<file path="src/rtl/ghost_mode_scheduler_pkg.sv">
// Shared types and constants for the ghost mode scheduler: mode encoding,
// FSM state encoding, counter width and the default SCATTER/CHASE schedule.
package ghost_mode_scheduler_pkg;

    localparam int NUM_PHASES = 8;
    localparam int COUNT_W    = 11;
    localparam int COUNT_MAX  = (1 << COUNT_W) - 1;

    // Encoding seen by every ghost mover.
    typedef enum logic [1:0] {
        MODE_IDLE    = 2'd0,
        MODE_SCATTER = 2'd1,
        MODE_CHASE   = 2'd2,
        MODE_FRIGHT  = 2'd3
    } ghost_mode_t;

    typedef enum logic [2:0] {
        S_IDLE,
        S_START,
        S_SCATTER,
        S_CHASE,
        S_FRIGHT
    } sched_state_t;

    typedef logic [COUNT_W-1:0] count_t;
    typedef int phase_frames_t [NUM_PHASES];

    // Phase durations in frames; even index = SCATTER, odd = CHASE, 0 = forever.
    localparam phase_frames_t PHASE_FRAMES = '{420, 1200, 420, 1200, 300, 1200, 300, 0};

    // Saturate a frame count into the counter width.
    function automatic count_t clamp_count(input int frames);
        if (frames < 0) begin
            return '0;
        end
        if (frames > COUNT_MAX) begin
            return count_t'(COUNT_MAX);
        end
        return count_t'(frames);
    endfunction

    // Mode presented to the ghosts for a given scheduler state.
    function automatic ghost_mode_t mode_of(input sched_state_t s);
        case (s)
            S_SCATTER: return MODE_SCATTER;
            S_CHASE:   return MODE_CHASE;
            S_FRIGHT:  return MODE_FRIGHT;
            default:   return MODE_IDLE;
        endcase
    endfunction

endpackage

</file>
<file path="src/rtl/ghost_mode_scheduler_frame_down_counter.sv">
// Loadable down-counter that steps once per frame strobe and holds at zero.
module frame_down_counter
    import ghost_mode_scheduler_pkg::*;
(
    input  logic   clk_i,
    input  logic   rst_i,
    input  logic   load_i,
    input  count_t load_val_i,
    input  logic   tick_i,
    output count_t count_o,
    output logic   zero_o
);

    count_t count_q;

    // Load wins over the frame tick; a counter already at zero holds.
    always_ff @(posedge clk_i) begin
        // NOTE: non-blocking assignments so every flop samples pre-edge values.
        if (rst_i) begin
            count_q <= '0;
        end else if (load_i) begin
            count_q <= load_val_i;
        end else if (tick_i && (count_q != '0)) begin
            count_q <= count_q - count_t'(1);
        end
    end

    assign count_o = count_q;
    assign zero_o  = (count_q == '0);

endmodule

</file>
<file path="src/rtl/ghost_mode_scheduler.sv">
// Ghost mode scheduler: frame-timed SCATTER/CHASE schedule, FRIGHTENED on a
// power pellet with the interrupted phase held, and a start/respawn freeze.
module ghost_mode_scheduler
    import ghost_mode_scheduler_pkg::*;
#(
    parameter int            FRIGHT_FRAMES      = 360,
    parameter int            BLINK_FRAMES       = 120,
    parameter int            START_DELAY_FRAMES = 240,
    parameter phase_frames_t PHASE_TABLE        = PHASE_FRAMES
) (
    input  logic       vga_pix_clk,
    input  logic       rst,
    input  logic       frame_stb,
    input  logic       game_start,
    input  logic       power_pellet,
    input  logic       pac_dead,
    output logic [1:0] mode,
    output logic       enable_move,
    output logic       reverse_pulse,
    output logic       blink,
    output logic [2:0] phase_idx
);

    localparam count_t FRIGHT_LOAD = clamp_count(FRIGHT_FRAMES);
    localparam count_t START_LOAD  = clamp_count(START_DELAY_FRAMES);
    localparam count_t BLINK_LIM   = clamp_count(BLINK_FRAMES);
    localparam logic [2:0] LAST_PHASE = 3'(NUM_PHASES - 1);

    // Clamped schedule as constant nets, indexed by the next phase number.
    count_t phase_load [NUM_PHASES];
    for (genvar g = 0; g < NUM_PHASES; g++) begin : g_phase_load
        localparam count_t LOAD = clamp_count(PHASE_TABLE[g]);
        assign phase_load[g] = LOAD;
    end

    sched_state_t state_q, state_d;
    ghost_mode_t  mode_q;
    logic         enable_move_q;
    logic         reverse_q, reverse_d;
    logic         blink_q, blink_d;
    logic [2:0]   phase_idx_q, phase_idx_d, phase_idx_inc;

    // The phase timer only runs in SCATTER/CHASE, so while frightened it
    // simply holds the interrupted phase's remaining frames.
    logic   ph_tick, ph_load, ph_zero, ph_expire;
    count_t ph_val, ph_count;
    // The auxiliary timer is shared by the start freeze and the fright window;
    // the two never overlap.
    logic   aux_load, aux_zero, aux_done;
    count_t aux_val, aux_count, aux_next;
    logic   in_sched;

    frame_down_counter u_phase_timer (
        .clk_i      (vga_pix_clk),
        .rst_i      (rst),
        .load_i     (ph_load),
        .load_val_i (ph_val),
        .tick_i     (ph_tick),
        .count_o    (ph_count),
        .zero_o     (ph_zero)
    );

    frame_down_counter u_aux_timer (
        .clk_i      (vga_pix_clk),
        .rst_i      (rst),
        .load_i     (aux_load),
        .load_val_i (aux_val),
        .tick_i     (frame_stb),
        .count_o    (aux_count),
        .zero_o     (aux_zero)
    );

    assign in_sched      = (state_q == S_SCATTER) || (state_q == S_CHASE);
    assign ph_tick       = frame_stb && in_sched;
    // A phase ends on the strobe that takes it from 1 to 0; a 0 duration never ends.
    assign ph_expire     = ph_tick && !ph_zero && (ph_count[COUNT_W-1:1] == '0);
    // The freeze/fright window ends on the strobe that leaves it at 0.
    assign aux_done      = frame_stb && (aux_zero || (aux_count == count_t'(1)));
    assign phase_idx_inc = (phase_idx_q == LAST_PHASE) ? phase_idx_q : phase_idx_q + 3'd1;

    // Next-state and timer-control decode; priority pac_dead > pellet > expiry.
    always_comb begin
        // NOTE: every variable gets a default first so no latch is inferred.
        state_d     = state_q;
        phase_idx_d = phase_idx_q;
        reverse_d   = 1'b0;
        aux_load    = 1'b0;
        aux_val     = START_LOAD;
        ph_load     = 1'b0;
        ph_val      = phase_load[0];

        if (state_q == S_IDLE) begin
            if (game_start) begin
                state_d     = S_START;
                phase_idx_d = '0;
                aux_load    = 1'b1;
                aux_val     = START_LOAD;
            end
        end else if (pac_dead) begin
            state_d     = S_START;
            phase_idx_d = '0;
            aux_load    = 1'b1;
            aux_val     = START_LOAD;
        end else begin
            case (state_q)
                S_START: begin
                    if (aux_done) begin
                        state_d     = S_SCATTER;
                        phase_idx_d = '0;
                        ph_load     = 1'b1;
                        ph_val      = phase_load[0];
                    end
                end
                S_SCATTER, S_CHASE: begin
                    if (ph_expire) begin
                        phase_idx_d = phase_idx_inc;
                        ph_load     = 1'b1;
                        ph_val      = phase_load[phase_idx_inc];
                        state_d     = phase_idx_inc[0] ? S_CHASE : S_SCATTER;
                        reverse_d   = 1'b1;
                    end
                    // The post-expiry phase (if any) is what gets held.
                    if (power_pellet) begin
                        state_d   = S_FRIGHT;
                        aux_load  = 1'b1;
                        aux_val   = FRIGHT_LOAD;
                        reverse_d = 1'b1;
                    end
                end
                S_FRIGHT: begin
                    if (power_pellet) begin
                        aux_load  = 1'b1;
                        aux_val   = FRIGHT_LOAD;
                        reverse_d = 1'b1;
                    end else if (aux_done) begin
                        // Odd phases are CHASE, so the index alone restores the mode.
                        state_d = phase_idx_q[0] ? S_CHASE : S_SCATTER;
                    end
                end
                default: state_d = S_IDLE;
            endcase
        end
    end

    // Blink follows the fright counter's next value so it lands on the same edge.
    always_comb begin
        aux_next = aux_count;
        if (aux_load) begin
            aux_next = aux_val;
        end else if (frame_stb && !aux_zero) begin
            aux_next = aux_count - count_t'(1);
        end
        blink_d = (state_d == S_FRIGHT) && (aux_next <= BLINK_LIM);
    end

    // State register and registered outputs.
    always_ff @(posedge vga_pix_clk) begin
        if (rst) begin
            state_q       <= S_IDLE;
            mode_q        <= MODE_IDLE;
            enable_move_q <= 1'b0;
            reverse_q     <= 1'b0;
            blink_q       <= 1'b0;
            phase_idx_q   <= '0;
        end else begin
            state_q       <= state_d;
            mode_q        <= mode_of(state_d);
            enable_move_q <= (state_d == S_SCATTER) || (state_d == S_CHASE) ||
                             (state_d == S_FRIGHT);
            reverse_q     <= reverse_d;
            blink_q       <= blink_d;
            phase_idx_q   <= phase_idx_d;
        end
    end

    assign mode          = mode_q;
    assign enable_move   = enable_move_q;
    assign reverse_pulse = reverse_q;
    assign blink         = blink_q;
    assign phase_idx     = phase_idx_q;

endmodule
</file>
<file path="config.mk">
export PLATFORM = sky130hd
export DESIGN_NAME = ghost_mode_scheduler
export DESIGN_NICKNAME = d
export VERILOG_FILES = /design/src/rtl/ghost_mode_scheduler_pkg.sv /design/src/rtl/ghost_mode_scheduler_frame_down_counter.sv /design/src/rtl/ghost_mode_scheduler.sv
export SDC_FILE = /design/constraint.sdc
export NUM_CORES = 1
export LEC_CHECK = 0
export ABC_CLOCK_PERIOD_IN_PS = 3500
export BUFFER_PORTS_ARGS = -buffer_cell sky130_fd_sc_hd__clkbuf_2
export CORE_MARGIN = 5
export CORE_UTILIZATION = 60
export CTS_BUF_LIST = sky130_fd_sc_hd__clkbuf_16
export DETAILED_ROUTE_END_ITERATION = 8
export PLACE_DENSITY = 0.79
export REMOVE_ABC_BUFFERS = 1
export SYNTH_ARGS = -nofsm -noshare
export SYNTH_HDL_FRONTEND = slang
export SYNTH_SLANG_ARGS = --single-unit
</file>
<file path="constraint.sdc">
create_clock -name vga_pix_clk -period 3.5 [get_ports vga_pix_clk]
set_input_delay 0.35 -clock vga_pix_clk [delete_from_list [all_inputs] [get_ports vga_pix_clk]]
set_output_delay 0.35 -clock vga_pix_clk [all_outputs]
set_load 0.05 [all_outputs]
</file>
==> metrics <==
outcome finished, final reports clean; Hold Buf Count CTS 0; count of flip-flops with a built-in enable after synthesis 0; First DRT Iteration DRCs 164; die area ~4900 um^2; Post-Synthesis Cell Area 2140 um^2; insertion delay to the later sink of the worst-skew pair 280 ps; Crit Path Max Fanout 8; Reg2Reg Launch Point u_aux_timer.count_o[2]; asr flop ratio synth 0%; setup TNS 0 ps; RSZ-0062 raised after global routing no; Buffers & Inverters on Critical Path 0; Root Driver clkbuf_16; routability cong. approximately 0.90; max-slew violations 0; worst-path cell chain or4_4, or4_1, or3_1, nand2_4, o31a_1, o32ai_1; Finished Layout Cells approximately 330; Setup CP Type reg -> reg; CTS max path bufs 2; largest net degree at the start of global routing 31; Final ANT Viol Nets 0; IO Pins 14; core area 3390 um^2; post-detailed-route wirelength per cell 15.5 um; Post-Synthesis Cells 273; fmax 0.369 GHz; Leak around 0.00089 uW; Synth-to-Final Area Change 9.70%; synth unique cells 56; Req. time, crit path approximately 3600 ps; layout cell share with drive strength beyond 1 12.1%; Storage cell area 661 um^2; Power Density 431 nW/um^2; CP endpoint kind flop; first-pass GRT wire length ~8600 um; starting density of the core between 60 and 70%; CP startpoint kind flop; PortBufs 13; worst r2r path cells 6; GRT overflow 0; Mapped Avg Cell Area 7.85 um^2; Arr. time, crit path 2850 ps; die width 69.8 um; dpl cells 320; top_reg_cell synth dfxtp_1; clk_skew 3.07 ps; clk slew on worst S/H paths 50 ps; Final Hold Viols 0; worst hold path class in -> reg; Final setup viols 0; via count 2047; Final WS setup 792 ps; Min Clock Period, post-route 2710 ps; initial antenna violation count 0; Post-DP Area 2210 um^2; Detailed Place HPWL between 3000 and 4000 um; normalized max-slew margin 41.0%; nets 293; worst r2r dst u_phase_timer.count_o[4]; number of synthesized register bits 33; post-synthesis sequential area ratio a little under a third; Max stage delay on crit path 660 ps; # DRC 0; post-cts resize count 0; Hold EP enable_move; Slowest cell on crit path or4_1; period utilisation layout between 70% and 80%; hold path depth 2; row cnt 21; Finished Cell Area 2350 um^2; first-pass detailed-route iteration total 5; Routed WL 5070 um; ANT cells 0; maxcap violations 0; R2R Setup Slk 790 ps; Die Y 69.8 um; measured slew at the worst slew-check pin 878 ps; filler cell count between 200 and 300; Max H-tree Level 2; commonest non-fill, non-tap cell in the layout dfxtp_1; Synth warnings 0; WHS around 440 ps; vias in the first global route 1834; postcts setup bufs 0; GRT Total Usage between 20% and 30%; DP Worst Slack 842 ps; total clock sinks 33; maximum VDD drop 0.263 mV; drt via density 6.24; CP top delay family simple AND/OR/NAND/NOR gates; area taken by multi-input logic gates 1360 um^2; min-delay src pac_dead; most frequent cells in the layout dfxtp_1, nor2_1, nand2_1, a21oi_1, nor3_1; CTS tree yes; CTS buffer count 5
-- final cells by class --
type,instances,area share [%]
Sequential cell,33,28.1
Inverter,13,2.08
Tap cell,46,2.45
Multi-Input combinational cell,212,57.8
Clock inverter,3,0.532
Clock buffer,5,5.32
Timing Repair Buffer,16,3.73
-- cells in the mapped netlist (all sizes together) (3+ instances only) --
cell type,instances,share of area [%]
or3,4,1.2
a31oi,5,1.5
nand3,5,1.2
clkbuf,10,1.8
buf,5,1.8
or4,5,1.9
nor3b,4,1.4
o22ai,4,1.5
nor2,28,4.9
nand2b,3,0.88
nand2,23,4.4
dfxtp,33,31
mux2i,6,2.8
xnor2,13,5.3
nor4,9,2.6
o31a,3,1.2
ha,6,3.5
o21ai,15,3.7
o21a,3,1.1
a211oi,5,1.8
nand4,3,0.88
nor3,18,4.2
mux2,4,2.1
inv,13,2.3
a21oi,20,4.8
-- cells by family (layout without fill, tap and decap cells) --
| group | count (synthesis) | count (layout) | synth area share, % |
|---|---|---|---|
| adder cells (fa/ha/maj) | 6 | 6 | 3.50 |
| AO/OA/AOI/OAI | 70 | 70 | 22.0 |
| multiplexers | 10 | 10 | 4.91 |
| AND/OR/NAND/NOR | 112 | 112 | 27.3 |
| XOR/XNOR | 14 | 14 | 5.72 |
| flip-flops | 33 | 33 | 30.8 |
| buffers and inverters | 28 | 37 | 5.78 |
-- through the flow --
| step | total power [uW] | util (%) |
|---|---|---|
| final | 1010 | 69.3 |
| after global routing | 1060 | 69.3 |
| after CTS | 1010 | 69.3 |
| after detailed placement | 600 | 65.3 |
| after global placement | 599 | 65.3 |
| after floorplan | 554 | - |
-- flip-flops by register name, indices dropped and copies added, names as in the netlist --
signal                 count
reverse_pulse              1
mode                       2
blink                      1
phase_idx                  3
u_aux_timer.count_o       11
enable_move                1
u_phase_timer.count_o     11
state_q                    3
-- worst max path at each step --
stage                        startpoint                        to  slack, ps  cells past startpoint
3_3_place_gp     u_aux_timer.count_o[2]  u_phase_timer.count_o[4]        870                      6
2_1_floorplan  u_phase_timer.count_o[0]  u_phase_timer.count_o[4]        860                      8
4_1_cts          u_aux_timer.count_o[2]  u_phase_timer.count_o[4]        820                      6
5_1_grt        u_phase_timer.count_o[0]  u_phase_timer.count_o[8]        730                      8
3_5_place_dp     u_aux_timer.count_o[2]  u_phase_timer.count_o[4]        840                      6
6_report         u_aux_timer.count_o[2]  u_phase_timer.count_o[4]        790                      6
-- power breakdown --
group,internal (uW),switching (uW)
combinational,77.6,106
sequential,390,25.8
clock,257,156
total,725,288
-- layer usage --
| layer | track usage (%) | vias to the layer above | share of wire, % | wire length, um |
|---|---|---|---|---|
| met4 | 7.66 | 0 | 1.9 | 95 |
| met2 | 32.7 | 102 | 44 | 2230 |
| li1 | - | 1018 | - | - |
| met3 | 5.51 | 12 | 8.8 | 444 |
| met1 | 29.2 | 915 | 45 | 2300 |
| met5 | 0 | - | 0 | 0 |
(Power assumes the default switching activity.)
